### config.mk
export PLATFORM = sky130hd
export DESIGN_NAME = fir_interp_polyphase
export DESIGN_NICKNAME = d
export VERILOG_FILES = /design/src/rtl/fir_interp_polyphase.sv
export SDC_FILE = /design/constraint.sdc
export NUM_CORES = 2
export LEC_CHECK = 0
export CAP_MARGIN = 10
export CORE_ASPECT_RATIO = 1.1
export CORE_MARGIN = 1.5
export CORE_UTILIZATION = 50
export CTS_BUF_LIST = sky130_fd_sc_hd__clkbuf_8 sky130_fd_sc_hd__clkbuf_16
export DETAILED_ROUTE_END_ITERATION = 16
export DONT_BUFFER_PORTS = 1
export SETUP_SLACK_MARGIN = 0.4
export SLEW_MARGIN = 10
export SYNTH_ARGS = -nofsm -noshare
export SYNTH_HDL_FRONTEND = slang
export SYNTH_SLANG_ARGS = --single-unit
### constraint.sdc
create_clock -name clk -period 7.75 [get_ports clk]
set_input_delay 1.55 -clock clk [delete_from_list [all_inputs] [get_ports clk]]
set_output_delay 1.55 -clock clk [all_outputs]
set_load 0.05 [all_outputs]
### src/rtl/fir_interp_polyphase.sv
// Polyphase FIR interpolator: upsamples a low-rate stream by M through an ORD+1-tap symmetric
// low-pass filter using one multiply-accumulate per clock, emitting one output every D clocks.
module fir_interp_polyphase #(
  parameter int ORD         = 255,
  parameter int M           = 8,
  parameter int D           = 100,
  parameter int COEFF_SIZE  = 16,
  parameter int SAMPLE_SIZE = 16
) (
  input  logic                   clk,
  input  logic                   nrst,
  input  logic [2:0]             div,
  input  logic [SAMPLE_SIZE-1:0] din,
  output logic [SAMPLE_SIZE-1:0] dout,
  input  logic                   c_we,
  input  logic [COEFF_SIZE-1:0]  c_in,
  input  logic [7:0]             c_addr
);

  localparam int TAPS   = (ORD + 1) / M;
  localparam int HALF   = (ORD + 1) / 2;
  localparam int CW     = $clog2(D);
  localparam int PW     = (M > 1) ? $clog2(M) : 1;
  localparam int TW     = (TAPS > 1) ? $clog2(TAPS) : 1;
  localparam int KW     = $clog2(ORD + 1);
  localparam int HW     = (HALF > 1) ? $clog2(HALF) : 1;
  localparam int PROD_W = COEFF_SIZE + SAMPLE_SIZE;
  localparam int ACC_W  = PROD_W + $clog2(TAPS) + 1;
  localparam int SCL_W  = ACC_W + PW + 2;

  localparam logic signed [SCL_W-1:0] SAT_MAX = SCL_W'((longint'(1) <<< (SAMPLE_SIZE - 1)) - 1);
  localparam logic signed [SCL_W-1:0] SAT_MIN = -SAT_MAX - SCL_W'(1);

  // Slot timing
  logic [CW-1:0] cyc_q, cyc_d;
  logic [PW-1:0] ph_q, ph_d;
  logic          running, slot_start, frame_start, issue, slot_end;

  // Datapath
  logic [TAPS-1:0][SAMPLE_SIZE-1:0] x_q;
  logic signed [COEFF_SIZE-1:0]     ram [HALF];
  logic signed [COEFF_SIZE-1:0]     coef_q;
  logic signed [SAMPLE_SIZE-1:0]    xs_q;
  logic signed [PROD_W-1:0]         prod_q;
  logic signed [ACC_W-1:0]          acc_q;
  logic                             v1_q, v2_q;
  logic [SAMPLE_SIZE-1:0]           dout_q;

  logic [TW-1:0] tap_idx;
  logic [KW-1:0] k_idx;
  logic [HW-1:0] raddr;

  logic [5:0]              sh;
  logic signed [SCL_W-1:0] scaled, shifted, rounded;
  logic [SAMPLE_SIZE-1:0]  sat_val;

  assign running     = ~c_we;
  assign slot_start  = running && (cyc_q == '0);
  assign frame_start = slot_start && (ph_q == '0);
  assign slot_end    = running && (cyc_q == CW'(D - 1));
  // Tap j of the current phase is fetched in slot cycle j+1, after the delay line has shifted.
  assign issue       = running && (cyc_q >= CW'(1)) && (cyc_q <= CW'(TAPS));
  assign tap_idx     = TW'(cyc_q - CW'(1));

  // Only half the symmetric response is stored; the upper half folds back onto it.
  assign k_idx = KW'(tap_idx) * KW'(M) + KW'(ph_q);
  assign raddr = (k_idx < KW'(HALF)) ? HW'(k_idx) : HW'(KW'(ORD) - k_idx);

  // NOTE: combinational blocks use blocking '=' and assign every output a default first, so no latch can form.
  always_comb begin
    cyc_d = cyc_q;
    ph_d  = ph_q;
    if (!running) begin
      cyc_d = '0;
      ph_d  = '0;
    end else if (cyc_q == CW'(D - 1)) begin
      cyc_d = '0;
      ph_d  = (ph_q == PW'(M - 1)) ? '0 : ph_q + PW'(1);
    end else begin
      cyc_d = cyc_q + CW'(1);
    end
  end

  // Round half up of y*M / 2^(COEFF_SIZE+div), then clamp to the sample range.
  always_comb begin
    sh      = 6'(COEFF_SIZE - 1) + 6'(div);
    scaled  = SCL_W'(acc_q) * SCL_W'(M);
    shifted = scaled >>> sh;
    rounded = (shifted + SCL_W'(1)) >>> 1;
    sat_val = rounded[SAMPLE_SIZE-1:0];
    if (rounded > SAT_MAX) begin
      sat_val = SAT_MAX[SAMPLE_SIZE-1:0];
    end else if (rounded < SAT_MIN) begin
      sat_val = SAT_MIN[SAMPLE_SIZE-1:0];
    end
  end

  // NOTE: the coefficient RAM and MAC operand registers have no reset, so the RAM can map onto block memory and keeps its contents across nrst.
  always_ff @(posedge clk) begin
    if (c_we && ({1'b0, c_addr} < 9'(HALF))) begin
      ram[c_addr[HW-1:0]] <= c_in;
    end
    if (issue) begin
      coef_q <= ram[raddr];
      xs_q   <= $signed(x_q[tap_idx]);
    end
    prod_q <= PROD_W'(coef_q) * PROD_W'(xs_q);
  end

  // NOTE: clocked state uses non-blocking '<=' only; reset is synchronous, tested inside the clocked block.
  always_ff @(posedge clk) begin
    if (!nrst) begin
      cyc_q  <= '0;
      ph_q   <= '0;
      x_q    <= '0;
      v1_q   <= 1'b0;
      v2_q   <= 1'b0;
      acc_q  <= '0;
      dout_q <= '0;
    end else begin
      cyc_q <= cyc_d;
      ph_q  <= ph_d;
      v1_q  <= issue;
      v2_q  <= v1_q & running;
      if (frame_start) begin
        x_q <= {x_q[TAPS-2:0], din};
      end
      if (slot_start) begin
        acc_q <= '0;
      end else if (v2_q && running) begin
        acc_q <= acc_q + ACC_W'(prod_q);
      end
      if (slot_end) begin
        dout_q <= sat_val;
      end
    end
  end

  assign dout = dout_q;

endmodule

==> run summary <==
Core ar. = 241200 µm²
antenna-violating nets left = 0
Vias/cell = 5.895
reg2reg start = coef_q[7]$_DFFE_PP_
vias = 67670
Avg Cell Area, Syn = 14.94 µm²
Setup crit start kind = flip-flop
Routed WL per cell = 24.91 µm
Clock Latency Late Sink = 0.93 ns
violated checks = slew limit
CTS tree = done
kind of cell adding the most delay to the critical path = adder cells
share of layout cells above drive strength 1 = 0.1706
Post-Synthesis Cells = 8127
DRT Wirelength = 285900 µm
Worst Hold Class = flip-flop to flip-flop
chip height = 519.8 µm
maximum VDD drop = 591.0 µV
# IOs = 62
critical setup path kind = flip-flop to flip-flop
Pint = 28120 µW
sequential power share = 0.405
Synth async-reset ratio = 0
final hold vios = 0
CP max stage cell = edfxtp_1
# resized after CTS = 0
Register Area = 74680 µm²
Post-synth EDFFs = 2080
crit-path max FO = 16
pins over their slew limit = 51
clock transition at the registers of the reported paths = 0.06 ns
gr usage total = 0.2332
crit path cell chain = and2_1 -> fa_1 -> inv_1 -> fa_1 -> fa_1 -> fa_1 -> inv_1 -> fa_1 -> fa_1 -> ha_1 -> a21o_1 -> a21o_1 -> a21o_1 -> a211oi_1 -> o21ai_0 -> or3b_2 -> a311oi_1 -> o31a_1 -> a21o_1 -> a21oi_1 -> xnor2_1
H-tree Lvls = 5
Max-Slew Margin vs Limit = -0.02089
count of cell types in the netlist = 91
worst reg2reg path depth = 21
initial drt markers = 5926
Final TNS setup = 0 ns
Setup WS pre-CTS = 0.7609 ns
most common cell after layout, fill and taps aside = edfxtp_1
Synth Flop Type = edfxtp_1
Critical Path End Type = flip-flop
Final period util = 0.8690
Hold-fix buffers, CTS = 0
setup ws final = 1.015 ns
area of the multi-input gates = 43610 µm²
Top cell by count, worst path = fa_1
Fill cells = 19020
Pre-antenna DRT Iters = 6
sequential share of the synthesized area = 0.6150
hpwl dp = 166800 µm
Clk pwr share = 0.339
reg-to-reg endpoint = prod_q[30]$_DFF_P_
starting density of the core = 0.5034
largest net degree at the start of global routing = 534
clk_skew = 0.06591 ns
critical path launch point = coef_q[7]$_DFFE_PP_
most frequent cells in the layout = edfxtp_1 (2080), nand2_1 (1270), mux4_2 (736), dfxtp_1 (609), a21boi_0 (514)
Worst Hold Depth = 2
crit path time final = 6.735 ns
overflow left after global routing = 0
Leak = 0.04425 µW
DIE AREA = 245800 µm²
Port Buf Inserts = 0
hold endpoint = v2_q$_SDFF_PN0_
clk buf depth = 4
Largest stage delay, worst path = 0.65 ns
flops & latches, synth = 2690
CP Data Required Time = 8.55 ns
max-cap violation count = 0
cell area after layout = 134400 µm²
mapped cell area = 121400 µm²
min-delay src = v1_q$_SDFF_PN0_
Mapped Nets = 8565
post-CTS setup buffer count = 0
crit path DAT = 7.53 ns
Rows = 189
R2R Setup Slk = 1.02 ns
Tightest Pin Transition = 1.531 ns
Layout Nets = 8561
Net Sw Frac = 0.2858
final setup vio count = 0
vias in the first global route = 68850
TritonCTS Buffers = 294
P per Cell Area = 292.9 nW/µm²
first-pass GRT wire length = 433900 µm
Switch Pwr = 11250 µW
DRC = 0
clk sinks = 2690
Die Wd = 472.9 µm
f_max = 148.5 MHz
placed cell area = 125300 µm²
unrepaired setup endpoints after global routing = false
CP bufs+invs = 2
combinational power share = 0.256
status = finished with violations
Ys Warns = 0
area grow syn2layout = 10.70%
routability cong. = 0.8537
initial antenna violation count = 5
root buf cell = clkbuf_16
[kinds of logic (layout without fill, tap and decap cells)]
logic type                 Yosys count  in the layout  synth area share
muxes                              958            958            0.1553
xor gates and xnor gates           100            100          0.007213
buffers and inverters              854           1052           0.02741
DFF                               2690           2690            0.6150
AOI/OAI and AO/OA                 1162           1162           0.06727
adders and majority gates          392            392           0.05666
and+or+nand+nor                   1971           1971           0.07112
other                                0              3                 0
[cell type report]
| cell class | count | share of cell area |
|---|---|---|
| Sequential cell | 2690 | 0.5556 |
| Multi-Input combinational cell | 4583 | 0.3245 |
| Clock buffer | 305 | 0.05645 |
| Tap cell | 3151 | 0.02933 |
| Timing Repair Buffer | 209 | 0.01353 |
| Clock inverter | 193 | 0.01095 |
| Inverter | 345 | 0.009635 |
| Antenna cell | 3 | 0.00005585 |
[routing by layer]
layer / share of wire / vias up / track usage
met3: 0.055 / 419 / 0.03427
met1: 0.42 / 35120 / 0.3196
li1: - / 30300 / -
met5: 0.000066 / - / 0
met2: 0.50 / 1827 / 0.3880
met4: 0.029 / 2 / 0.06961
[how the worst max path moves through the flow]
stage                            endpoint  slack (ns)  cells past startpoint
floorplan           dout[10]$_SDFFE_PN0P_        0.65                     26
global placement     dout[2]$_SDFFE_PN0P_        0.83                     16
detailed placement   dout[3]$_SDFFE_PN0P_        0.76                     16
CTS                    prod_q[31]$_DFF_P_         1.0                     22
global route           prod_q[30]$_DFF_P_        0.73                     21
finish                 prod_q[30]$_DFF_P_        1.02                     21
[worst reg2reg max path, cell delays in order (launching register included)]
cell	delay (ns)
edfxtp_1	0.65
and2_1	0.30
fa_1	0.53
inv_1	0.05
fa_1	0.45
fa_1	0.51
fa_1	0.55
inv_1	0.05
fa_1	0.49
fa_1	0.41
ha_1	0.35
a21o_1	0.18
a21o_1	0.18
a21o_1	0.21
a211oi_1	0.34
o21ai_0	0.21
or3b_2	0.25
a311oi_1	0.11
o31a_1	0.33
a21o_1	0.18
a21oi_1	0.16
xnor2_1	0.13
[power by group through the flow]
| stage | Sequential (µW) | Combinational, µW | Clock (µW) |
|---|---|---|---|
| global route | 16000 | 11500 | 14100 |
| floorplan | 16200 | 7890 | 0 |
| detailed placement | 16300 | 10200 | 0 |
| CTS | 15900 | 10300 | 13600 |
| finish | 15900 | 10100 | 13300 |
| global placement | 16300 | 10200 | 0 |
[cell usage after synthesis (34+ instances only)]
| cell | number | area, µm² |
|---|---|---|
| nor2_1 | 227 | 852.1 |
| a21oi_1 | 203 | 1016 |
| ha_1 | 129 | 1614 |
| clkbuf_1 | 412 | 1546 |
| mux2i_1 | 177 | 1772 |
| xnor2_1 | 74 | 648.1 |
| a21o_1 | 49 | 367.9 |
| fa_1 | 263 | 5265 |
| inv_1 | 344 | 1291 |
| mux2_2 | 34 | 382.9 |
| nand3_1 | 41 | 205.2 |
| edfxtp_1 | 2080 | 62460 |
| dfxtp_1 | 610 | 12210 |
| buf_1 | 70 | 262.8 |
| a21boi_0 | 514 | 3859 |
| o21ai_0 | 62 | 310.3 |
| nand2_1 | 1270 | 4767 |
| mux4_2 | 736 | 16580 |
| and2_1 | 130 | 813.3 |
| nor2b_1 | 140 | 875.8 |
| a211oi_1 | 202 | 1516 |
[per-stage QoR]
stage	instances	total power (µW)	hold WS (ns)	utilization
after floorplan	8127	24070	0.3936	-
after global placement	10980	26430	0.3976	0.5197
after detailed placement	10980	26490	0.4085	0.5197
after CTS	11480	39860	0.4171	0.5572
after global routing	11480	41590	0.4540	0.5572
final	11480	39370	0.4127	0.5572
[sequential cells by signal, indices dropped and copies added, names as in the netlist]
name,count
ram,2048
x_q,512
acc_q,38
prod_q,32
coef_q,16
dout,16
xs_q,16
cyc_q,7
ph_q,3
v1_q,1
v2_q,1
Power figures use the tool's default switching activity.
